--- src/rtl/bus_arb_pkg.sv ---
// bus_arb_pkg: shared state encoding and default sizing for the bus arbiters.
package bus_arb_pkg;
    typedef enum logic [1:0] {
        IDLE = 2'b00,
        BUSY = 2'b01,
        WAIT = 2'b10,
        FREE = 2'b11
    } arb_state_e;
    localparam int N_REQ_DEF    = 4;
    localparam int HOLD_MAX_DEF = 64;
endpackage

--- src/rtl/bus_rr_arbiter_if.sv ---
// bus_rr_arbiter_if: requester/bus-side signals of the round-robin arbiter.
interface bus_rr_arbiter_if
    import bus_arb_pkg::*;
#(
    parameter int N_REQ = N_REQ_DEF
) ();
    localparam int IDX_W = $clog2(N_REQ);
    logic [N_REQ-1:0] req;
    logic             done;
    logic             dly;
    logic [N_REQ-1:0] gnt;
    logic [IDX_W-1:0] gnt_id;
    logic             bus_busy;
    logic             timeout;
    modport master (input req, done, dly, output gnt, gnt_id, bus_busy, timeout);
    modport slave  (output req, done, dly, input gnt, gnt_id, bus_busy, timeout);
endinterface

--- src/rtl/bus_rr_arbiter_rr_pick.sv ---
// rr_pick: combinational round-robin picker, first request after the last owner wins.
module rr_pick #(
    parameter  int N_REQ = 4,
    localparam int IDX_W = $clog2(N_REQ)
) (
    input  logic [N_REQ-1:0] req_i,
    input  logic [IDX_W-1:0] last_i,
    output logic [IDX_W-1:0] win_o,
    output logic             valid_o
);
    // Scan from the farthest offset down so the nearest requester overwrites last.
    always_comb begin
        win_o = last_i;
        for (int i = N_REQ; i >= 1; i--)
            if (req_i[(int'(last_i) + i) % N_REQ]) win_o = IDX_W'((int'(last_i) + i) % N_REQ);
    end
    assign valid_o = |req_i;
endmodule

--- src/rtl/bus_rr_arbiter.sv ---
// bus_rr_arbiter: round-robin bus arbiter sequencing tenures through idle/busy/wait/free.
module bus_rr_arbiter
    import bus_arb_pkg::*;
#(
    parameter int N_REQ    = N_REQ_DEF,
    parameter int HOLD_MAX = HOLD_MAX_DEF
) (
    input logic              clk,
    input logic              rst_n,
    bus_rr_arbiter_if.master bus
);
    localparam int IDX_W = $clog2(N_REQ);
    localparam int CNT_W = $clog2(HOLD_MAX + 1);
    localparam logic [CNT_W-1:0] HOLD_LAST = CNT_W'(HOLD_MAX - 1);
    localparam logic [CNT_W-1:0] HOLD_SAT  = CNT_W'(HOLD_MAX);
    localparam logic [IDX_W-1:0] LAST_ID   = IDX_W'(N_REQ - 1);

    arb_state_e       state_q, state_d;
    logic [IDX_W-1:0] gnt_id_q, gnt_id_d, pick_id;
    logic [N_REQ-1:0] gnt_q, gnt_d;
    logic [CNT_W-1:0] hold_q, hold_d;
    logic             busy_q, busy_d, tmo_q, tmo_d, pick_v, live;

    rr_pick #(.N_REQ(N_REQ)) u_pick (
        .req_i  (bus.req),
        .last_i (gnt_id_q),
        .win_o  (pick_id),
        .valid_o(pick_v)
    );

    always_comb begin
        state_d  = state_q;
        gnt_id_d = gnt_id_q;
        hold_d   = (hold_q == HOLD_SAT) ? hold_q : hold_q + 1'b1;
        tmo_d    = 1'b0;
        case (state_q)
            IDLE, FREE: begin
                state_d  = pick_v ? BUSY : IDLE;
                gnt_id_d = pick_v ? pick_id : gnt_id_q;
                hold_d   = '0;
            end
            BUSY: begin
                if (bus.done) state_d = bus.dly ? WAIT : FREE;
                else if (hold_q == HOLD_LAST) begin
                    state_d = FREE;
                    tmo_d   = 1'b1;
                end
            end
            WAIT: begin
                hold_d  = hold_q;
                state_d = bus.dly ? WAIT : FREE;
            end
        endcase
        live   = (state_d == BUSY) || (state_d == WAIT);
        busy_d = live;
        gnt_d  = live ? (N_REQ'(1) << gnt_id_d) : '0;
    end

    always_ff @(posedge clk or negedge rst_n) begin
        if (!rst_n) begin
            state_q  <= IDLE;
            gnt_id_q <= LAST_ID;
            gnt_q    <= '0;
            hold_q   <= '0;
            busy_q   <= 1'b0;
            tmo_q    <= 1'b0;
        end else begin
            state_q  <= state_d;
            gnt_id_q <= gnt_id_d;
            gnt_q    <= gnt_d;
            hold_q   <= hold_d;
            busy_q   <= busy_d;
            tmo_q    <= tmo_d;
        end
    end

    assign bus.gnt      = gnt_q;
    assign bus.gnt_id   = gnt_id_q;
    assign bus.bus_busy = busy_q;
    assign bus.timeout  = tmo_q;
endmodule

--- src/flat_wrapper.sv ---
// flat-port wrapper written by rule: the top's interface ports become plain ports
module bus_rr_arbiter_flat import bus_arb_pkg::*;
#(
    parameter int N_REQ    = N_REQ_DEF,
    parameter int HOLD_MAX = HOLD_MAX_DEF
)
  (clk, rst_n, bus_req, bus_done, bus_dly, bus_gnt, bus_gnt_id, bus_bus_busy, bus_timeout);
  bus_rr_arbiter_if #(.N_REQ(N_REQ)) bus_i ();
  input logic clk;
  input logic rst_n;
  input wire logic [$bits(bus_i.req)-1:0] bus_req;
  input wire logic [$bits(bus_i.done)-1:0] bus_done;
  input wire logic [$bits(bus_i.dly)-1:0] bus_dly;
  output wire logic [$bits(bus_i.gnt)-1:0] bus_gnt;
  output wire logic [$bits(bus_i.gnt_id)-1:0] bus_gnt_id;
  output wire logic [$bits(bus_i.bus_busy)-1:0] bus_bus_busy;
  output wire logic [$bits(bus_i.timeout)-1:0] bus_timeout;
  assign bus_i.req = bus_req;
  assign bus_i.done = bus_done;
  assign bus_i.dly = bus_dly;
  assign bus_gnt = bus_i.gnt;
  assign bus_gnt_id = bus_i.gnt_id;
  assign bus_bus_busy = bus_i.bus_busy;
  assign bus_timeout = bus_i.timeout;
  bus_rr_arbiter #(.N_REQ(N_REQ), .HOLD_MAX(HOLD_MAX)) u_core (.clk(clk), .rst_n(rst_n), .bus(bus_i));
endmodule
--- config.mk ---
export PLATFORM = sky130hd
export DESIGN_NAME = bus_rr_arbiter_flat
export DESIGN_NICKNAME = d
export VERILOG_FILES = /design/src/rtl/bus_arb_pkg.sv /design/src/rtl/bus_rr_arbiter_if.sv /design/src/rtl/bus_rr_arbiter_rr_pick.sv /design/src/rtl/bus_rr_arbiter.sv /design/src/flat_wrapper.sv
export SDC_FILE = /design/constraint.sdc
export NUM_CORES = 1
export LEC_CHECK = 0
export CORE_MARGIN = 3
export CORE_UTILIZATION = 50
export CTS_BUF_LIST = sky130_fd_sc_hd__clkbuf_4
export DETAILED_ROUTE_END_ITERATION = 10
export GPL_TIMING_DRIVEN = 0
export PLACE_DENSITY = 0.76
export SLEW_MARGIN = 10
export SYNTH_ARGS = -nofsm -noshare
export SYNTH_HDL_FRONTEND = slang
export SYNTH_SLANG_ARGS = --single-unit
export TNS_END_PERCENT = 100
--- constraint.sdc ---
create_clock -name clk -period 1.92 [get_ports clk]
set_input_delay 0.576 -clock clk [delete_from_list [all_inputs] [get_ports clk]]
set_output_delay 0.576 -clock clk [all_outputs]
set_load 0.02 [all_outputs]
* Word-level counts from Yosys, hierarchy flattened *
Cells that the tools add are included.

operators by class
  add/sub/neg operators = 5
  magnitude comparators = 4
  equality and inequality tests = 8
  shifts and indexed selects = 1
  muxes and demuxes = 29
  bitwise logic cells = 5
  reductions and logical operators = 9

operators by type and width
  operator               count
  $lt A3 B4 Y1 const B   4
  $mux W2                8
  $pmux W7 S2            1
  $mux W1                13
  $reduce_or A2 Y1       5
  $bmux W1 S2            4
  $add A7 B1 Y7 const B  1
  $eq A7 B6 Y1 const B   1
  $eq A7 B7 Y1 const B   1
  $mux W7                1
  $eq A2 B2 Y1 const B   3
  $pmux W2 S3            1
  $add A2 B1 Y2 const B  2
  $add A2 B2 Y2 const B  2
  $and A1 B1 Y1 const A  4
  $eq A2 B1 Y1 const B   2
  $mux W4                1
  $reduce_or A4 Y1       1
  $shl A1 B2 Y4 const A  1
  $logic_not A2 Y1       1
  $ne A2 B2 Y1 const B   1
  $reduce_and A2 Y1      1
  $logic_or A1 B1 Y1     1
  $not A1 Y1             1

word-level totals
  register bits = 17
  input bits = 8
  output and inout bits = 8
  logic and storage cells = 67

* Logic depth before layout (Yosys ltp) *
Gate-level depths: netlist of run 1.

  word-level depth = 14
  gate-level depth with buffers = 8
  gate-level depth less buffers = 7

* By module *
From an unflattened synthesis of run 1, not the netlist that was laid out.

unflattened totals
  cell total of the unflattened synthesis = 99
  area, all modules = 965.9 sq um

by module, submodules not included
  module          times used  cells an instance  area each (sq um)  sequential area each (sq um)
  bus_rr_arbiter  1           85                 883.3              427.9
  rr_pick         1           14                 82.6               0.0

* Least setup slack after synthesis of run 1 *
No wires, ideal clock.

  path kind = flip-flop to flip-flop
  from = register u_core.state_q[0]
  to = register u_core.gnt_q[2], in the netlist u_core.bus.gnt[2]
  setup time = 0.140 ns
  arrival = 1.591 ns
  data required time = 1.780 ns
  path slack = 0.189 ns
  stages on the path, launching flop included = 9
  path buffers = 1
  period minus slack after synthesis = 1.731 ns
  path through = dfrtp_1 inv_1 ha_1 buf_2 inv_1 o2bb2ai_1 a41oi_1 xor2_2 nor3b_1

between the ends
  longest elaborated chain between the ends = 6
  elaborated cells between the ends (all ways) = 14
  those cells by class = eq/ne (5); shift (1); mux (5); reduce/logical (3)

ends and longest elaborated chain
  what                                          RTL line                                    source
  from (decl)                                   bus_rr_arbiter.sv:18                        arb_state_e state_q, state_d;
  from (signal assigned)                        bus_rr_arbiter.sv:68                        state_q <= state_d;
  $eq A2 B2 Y1 (tied with other cells)          bus_rr_arbiter.sv:36                        case (state_q)
  $reduce_or A2 Y1 or $mux W2 (tied branches)   bus_rr_arbiter.sv:36, bus_rr_arbiter.sv:43
  $pmux W2 S3                                   bus_rr_arbiter.sv:36
  $eq A2 B1 Y1 or $eq A2 B2 Y1 (tied branches)  bus_rr_arbiter.sv:54                        live = (state_d == BUSY) || (state_d == WAIT);
  $logic_or A1 B1 Y1                            bus_rr_arbiter.sv:54
  $mux W4 *                                     bus_rr_arbiter.sv:56                        gnt_d = live ? (N_REQ'(1) << gnt_id_d) : '0;
  via u_core.gnt_d[2]                           bus_rr_arbiter.sv:20                        logic [N_REQ-1:0] gnt_q, gnt_d;
  to (signal assigned)                          bus_rr_arbiter.sv:70                        gnt_q <= gnt_d;
  to (decl)                                     bus_rr_arbiter.sv:20

Mark *: on every way through the listed nets, which the timed path passes. The rest lies on a longest branch.
A chain may end at the register's enable or synchronous reset.

* Worst setup path in the final report of run 1 *
  from = register u_core.hold_q[0]
  to = register u_core.gnt_q[0], in the netlist u_core.bus.gnt[0]

between the ends
  longest elaborated chain between the ends = 7
  elaborated cells between the ends (all ways) = 8
  those cells by class = eq/ne (3); mux (4); reduce/logical (1)

ends and longest elaborated chain
  what                                          RTL line              source
  from (decl)                                   bus_rr_arbiter.sv:21  logic [CNT_W-1:0] hold_q, hold_d;
  from (signal assigned)                        bus_rr_arbiter.sv:71  hold_q <= hold_d;
  $eq A7 B6 Y1 *                                bus_rr_arbiter.sv:44  else if (hold_q == HOLD_LAST) begin
  $mux W2 *                                     bus_rr_arbiter.sv:44
  $mux W2 *                                     bus_rr_arbiter.sv:43  if (bus.done) state_d = bus.dly ? WAIT : FREE;
  $pmux W2 S3 *                                 bus_rr_arbiter.sv:36
  via u_core.state_d[1]                         bus_rr_arbiter.sv:18
  $eq A2 B1 Y1 or $eq A2 B2 Y1 (tied branches)  bus_rr_arbiter.sv:54
  $logic_or A1 B1 Y1 *                          bus_rr_arbiter.sv:54
  $mux W4 *                                     bus_rr_arbiter.sv:56
  via u_core.gnt_d[0]                           bus_rr_arbiter.sv:20

Marked as above.

==> results.cfg, run 1 <==
[floorplanning]
rows = 14
start_util_pct = 56.8
dieHeight_microns = 48.8
die_width_microns = 48.8
dieArea_sq_um = 2380
ios = 16
fp.coreArea_sq_um = 1610

[setup_path]
worstSetupPathType = reg2reg
timing.critical_path.required_ns = 2.08
cp_cell_sequence = ha_4, nand3_4, or3_4, a211oi_4, xor2_2, buf_6, nor3_1
start_kind = flop
crit_buf_inv = 1
crit_family = simple AND/OR/NAND/NOR gates
crit_arrival_ns = 2.00
path_max_fanout = 5
crit_path_end_kind = flop
crit_slowest_cell = dfrtp_1
max_stage_delay_ns = 0.42

[placement]
hpwl_mm = 1.38
gp_congestion = 0.810
portBuffers = 15

[clock_tree]
h-tree-depth = 1
clkSinkCount = 17
cts_buffers = 3
root_buffer = clkbuf_4
clk_latency_ns = 0.30
cts_tree = built
clockBufferDepth = 2
path_clk_slew_ns = 0.12

[synthesis]
ys_ff_latch = 17
yosysTopAreaCell = dfrtp_1
synth_warnings = 0
netlist_area_sq_um = 915
seq_area_frac_synth_pct = 46.8
yosys.cell_types.count = 32
syn_nets = 106
async_flop_share_pct = 100
syn_inst = 94
synth_top_area_share_pct = 41.0
synth_edf_count = 0
synth.most_common_cell = dfrtp_1
synthTopCellsByCount = dfrtp_1, nor2_1, inv_1, nand2_1, o21ai_0
synth-main-ff-cell = dfrtp_1
yosys-top-cells-area = dfrtp_1, dfstp_2, ha_1
avgSynthCellArea_sq_um = 9.73

[power]
p_per_area_nw_per_um2 = 1710
clockPowerShare_pct = 9.8
combPwrFrac_pct = 61.4
p_switching_w = 0.000913
p_seq_share_pct = 28.8
peakVddDrop_uv = 910
power.internal_w = 0.00115
switching_share_pct = 44.2
p_leak_nw = 0.499

[global_routing]
grt_max_degree = 18
busiest_layer = met2
use_met2_pct = 30.8
grt_use_total_pct = 17.7
grt_pass1_vias = 766
grt_pass1_wl_mm = 3.36
grt_use_met1_pct = 22.1
use_met3_pct = 3.98
grt-ovfl-total = 0
antenna_found_initial = 0

[timing]
finalCritPeriodShare_pct = 95.7
fin_skew_ns = 0.0154
period_needed_ns = 1.84
final.setup.tns_ns = 0
fmax_mhz = 544
finalSetupViolCount = 0
hold_viol = 0
slew_headroom_pct = 49.7
max_slew.worst_pin.slew_ns = 0.752
timing.final.max_slew_violations = 0

[route]
wirelength_mm = 2.00
antenna_left = 0
via_count = 760
dr.pass1.iters = 4
drt-initial-drc-count = 30
wl_per_cell_microns = 14.3
via_per_inst = 5.43
drc_errors = 0

[final_layout]
syn2layout_area_growth_pct = 32.3
drive_gt1_share_pct = 20.7
regArea_sq_um = 428
multi_input_area_sq_um = 499
antenna-diode-count = 0
num-nets-final = 129
fill_cells = 144
fin_util_pct = 75.1

[hold_path]
hp-class = reg2reg

[status]
status = finished, final reports clean

[job]
drv_cap = 0
tightest hold or removal path, stage by stage (launching register included):
cell,delay [ns]
dfrtp_1,0.41
xor2_1,0.08
nor2_1,0.07
metrics by stage:
| step | worst slack [ns] | hold WS, ns | instance area (sq um) | total power, W | instances |
|---|---|---|---|---|---|
| 2_1_floorplan | 0.189 | 0.280 | 915 | 0.00128 | 94 |
| 3_3_place_gp | -0.400 | 0.548 | 1090 | 0.00155 | 133 |
| 3_5_place_dp | -0.392 | 0.554 | 1090 | 0.00158 | 133 |
| 4_1_cts | 0.000671 | 0.586 | 1140 | 0.00184 | 138 |
| 5_1_grt | -0.0126 | 0.638 | 1210 | 0.00226 | 140 |
| 6_report | 0.0819 | 0.589 | 1210 | 0.00207 | 140 |
final timing paths:
| kind | from | to | slack [ns] | cells past startpoint |
|---|---|---|---|---|
| worst max-delay path | u_core.hold_q[0] | u_core.bus.gnt[0] | 0.08 | 7 |
| worst min-delay path | u_core.hold_q[5] | u_core.hold_q[5] | 0.59 | 2 |
| worst max register to register | u_core.hold_q[0] | u_core.bus.gnt[0] | 0.08 | 7 |
| worst min register to register | u_core.hold_q[5] | u_core.hold_q[5] | 0.59 | 2 |
| max in group asynchronous | rst_n | u_core.bus.gnt[0] | 0.73 | 1 |
| min in group asynchronous | rst_n | u_core.hold_q[4] | 0.70 | 1 |
cell usage in the layout (no fill, tap or decap), types with 2 or more instances in the layout:
| master | instances |
|---|---|
| dfrtp_1 | 15 |
| nor2_1 | 11 |
| clkdlybuf4s50_1 | 10 |
| inv_1 | 7 |
| nand2_1 | 7 |
| nor3_1 | 5 |
| o21ai_0 | 5 |
| nand3_1 | 4 |
| dlygate4sd2_1 | 4 |
| a21oi_1 | 3 |
| nand2b_1 | 3 |
| ha_1 | 3 |
| clkbuf_4 | 3 |
| buf_6 | 2 |
| a41oi_2 | 2 |
| a31oi_1 | 2 |
| nor3b_2 | 2 |
| mux2i_1 | 2 |
| buf_4 | 2 |
| dfstp_2 | 2 |
sequential cells by signal, summed over array words and instances, names as in the netlist:
signal               cells
u_core.hold_q            7
u_core.bus.gnt           4
u_core.bus.gnt_id        2
u_core.state_q           2
u_core.bus.bus_busy      1
u_core.bus.timeout       1
layout make-up:
cell class | instances | share of cell area (%)
Buffer | 2 | 1.34
Multi-Input combinational cell | 67 | 41.3
Clock inverter | 1 | 0.620
Sequential cell | 17 | 35.4
Timing Repair Buffer | 18 | 14.4
Tap cell | 24 | 2.48
Inverter | 8 | 2.69
Clock buffer | 3 | 1.86
what timing repair did:
| action | 4_1_cts | 5_1_grt |
|---|---|---|
| gates cloned | 0 | 0 |
| gates resized for setup | 7 | 14 |
| endpoints found under the setup margin | 7 | 6 |
| setup buffers | 1 | 2 |
| hold buffers | 0 | 0 |
| pin swaps | 2 | 5 |
power by group through the flow:
stage / Combinational (W) / Sequential, W / Clock, W
after floorplan: 0.000642 / 0.000636 / 0
after global placement: 0.000967 / 0.000582 / 0
after detailed placement: 0.000992 / 0.000586 / 0
after CTS: 0.00106 / 0.000579 / 0.000205
after global routing: 0.00142 / 0.000611 / 0.000228
final: 0.00127 / 0.000595 / 0.000202
cells by family after synthesis:
kind of cell | after synthesis | share of synthesized area, %
xor gates and xnor gates | 3 | 3.69
muxes | 2 | 2.19
DFF | 17 | 46.8
adders and majority gates | 4 | 5.47
AOI/OAI and AO/OA | 18 | 14.1
and+or+nand+nor | 40 | 23.5
buffers and inverters | 10 | 4.24
per-layer routing:
layer / part of all wire (%) / vias to the layer above
met1: 44 / 365
met5: 0 / -
li1: - / 369
met2: 50 / 22
met3: 5.0 / 4
met4: 0.95 / 0
No activity file was read; power rests on OpenSTA's default activity.
==> run 2, diff against run 1 <==
- TNS_END_PERCENT: 100 -> unset
==> results of run 2 <==
No change in the layout: final DEF, timing and power equal those of run 1.
==> run 3, diff against run 2 <==
- SETUP_SLACK_MARGIN: unset -> 0.4
==> results.cfg, run 3 (same netlist as run 1, synthesis figures left out) <==
[placement]
gp_congestion = 0.772
hpwl_mm = 1.34
portBuffers = 15

[timing]
hold_viol = 0
fin_skew_ns = 0.00808
max_slew.worst_pin.slew_ns = 0.744
period_needed_ns = 1.80
finalSetupViolCount = 0
slew_headroom_pct = 50.3
fmax_mhz = 554
finalCritPeriodShare_pct = 94.0
rsz0062_at_grt = yes
final.setup.tns_ns = 0
timing.final.max_slew_violations = 0

[power]
combPwrFrac_pct = 67.6
clockPowerShare_pct = 8.1
switching_share_pct = 44.3
p_leak_nw = 0.575
total_power_w = 0.00240
p_per_area_nw_per_um2 = 1810
p_seq_share_pct = 24.3
p_switching_w = 0.00107
peakVddDrop_uv = 1120
power.internal_w = 0.00134

[clock_tree]
root_buffer = clkbuf_4
clockBufferDepth = 2
path_clk_slew_ns = 0.10
cts_buffers = 3
clkSinkCount = 17
clk_latency_ns = 0.30
cts_tree = built
h-tree-depth = 1

[route]
via_count = 824
antenna_left = 0
drc_errors = 0
wirelength_mm = 2.24
via_per_inst = 5.46
dr.pass1.iters = 4
wl_per_cell_microns = 14.8
drt-initial-drc-count = 18

[setup_path]
crit_path_end_kind = flop
worstSetupPathType = reg2reg
crit_arrival_ns = 1.97
timing.critical_path.required_ns = 2.09
start_kind = flop
path_max_fanout = 5

[final_layout]
syn2layout_area_growth_pct = 45.3
largest_reg_flops = 7
drive_gt1_share_pct = 40.2
fill_cells = 103
top_register = u_core.hold_q
num-nets-final = 140
layout_commonest_cell = dfrtp_1
antenna-diode-count = 0
layout.cells.most_common_list = dfrtp_1, buf_4, nor2_1, nand2_1

[status]
status = finished, final reports clean

[floorplanning]
dieArea_sq_um = 2380
dieHeight_microns = 48.8
fp.coreArea_sq_um = 1610
ios = 16
rows = 14
die_width_microns = 48.8
start_util_pct = 56.8

[global_routing]
grt-ovfl-total = 0
grt_pass1_vias = 810
grt_pass1_wl_mm = 3.58
antenna_found_initial = 0
grt_use_total_pct = 19.3
grt_max_degree = 18

[hold_path]
hp-class = in2reg

[job]
drv_cap = 0
run 3: power groups by stage:
stage,Combinational [W],Sequential [W],Clock (W)
final,0.00163,0.000584,0.000194
after global routing,0.00180,0.000599,0.000213
after CTS,0.00129,0.000585,0.000196
after detailed placement,0.00101,0.000590,0
after global placement,0.000993,0.000584,0
after floorplan,0.000670,0.000636,0
run 3: layout make-up:
cell class | count | area (sq um) | area share [%]
multi-input combinational | 67 | 569 | 42.8
inverter | 8 | 32.5 | 2.45
tap | 24 | 30.0 | 2.26
sequential | 17 | 428 | 32.2
buffer | 2 | 16.3 | 1.22
clock buffer | 3 | 22.5 | 1.69
timing repair buffer | 29 | 225 | 16.9
clock inverter | 1 | 5.00 | 0.377
run 3: routing by layer:
metal / global-route usage, % / share of wire (%) / routed length (microns)
met5: 0 / 0 / 0
met4: 5.21 / 0.63 / 14
met3: 4.28 / 4.7 / 105
met2: 32.6 / 53 / 1190
met1: 24.9 / 41 / 927
run 3: final timing paths:
kind,slack [ns],start,endpoint,depth (start not counted)
max in group asynchronous,0.74,rst_n,u_core.bus.gnt[0],1
setup / recovery,0.12,u_core.hold_q[1],u_core.bus.gnt[0],6
hold reg to reg,0.61,u_core.hold_q[5],u_core.hold_q[5],2
setup reg to reg,0.12,u_core.hold_q[1],u_core.bus.gnt[0],6
hold / removal,0.58,bus_done,u_core.bus.timeout,2
min in group asynchronous,0.71,rst_n,u_core.hold_q[6],1
run 3: metrics by stage:
| step | setup slack, ns | std cells | util (%) | cell area [sq um] | hold WS (ns) |
|---|---|---|---|---|---|
| 5_1_grt | -0.00484 | 151 | 82.5 | 1330 | 0.610 |
| 6_report | 0.115 | 151 | 82.5 | 1330 | 0.579 |
| 2_1_floorplan | 0.234 | 94 | - | 925 | 0.280 |
| 3_3_place_gp | -0.326 | 133 | 68.6 | 1100 | 0.555 |
| 4_1_cts | 0.143 | 146 | 78.5 | 1260 | 0.601 |
| 3_5_place_dp | -0.305 | 133 | 68.6 | 1100 | 0.556 |
run 3: what timing repair did:
action,4_1_cts,5_1_grt
hold buffers,0,0
pin swaps,6,4
hold endpoints to repair,0,0
gates resized for setup,41,22
setup buffers,9,5
setup endpoints to repair,20,20
run 3: worst max-delay path: stages (launching register included):
cell and delay [ns]:
dfrtp_1 0.41, ha_4 0.18, nand3_4 0.07, or3_4 0.36, a211oi_4 0.34, xor2_4 0.24, nor3_1 0.08
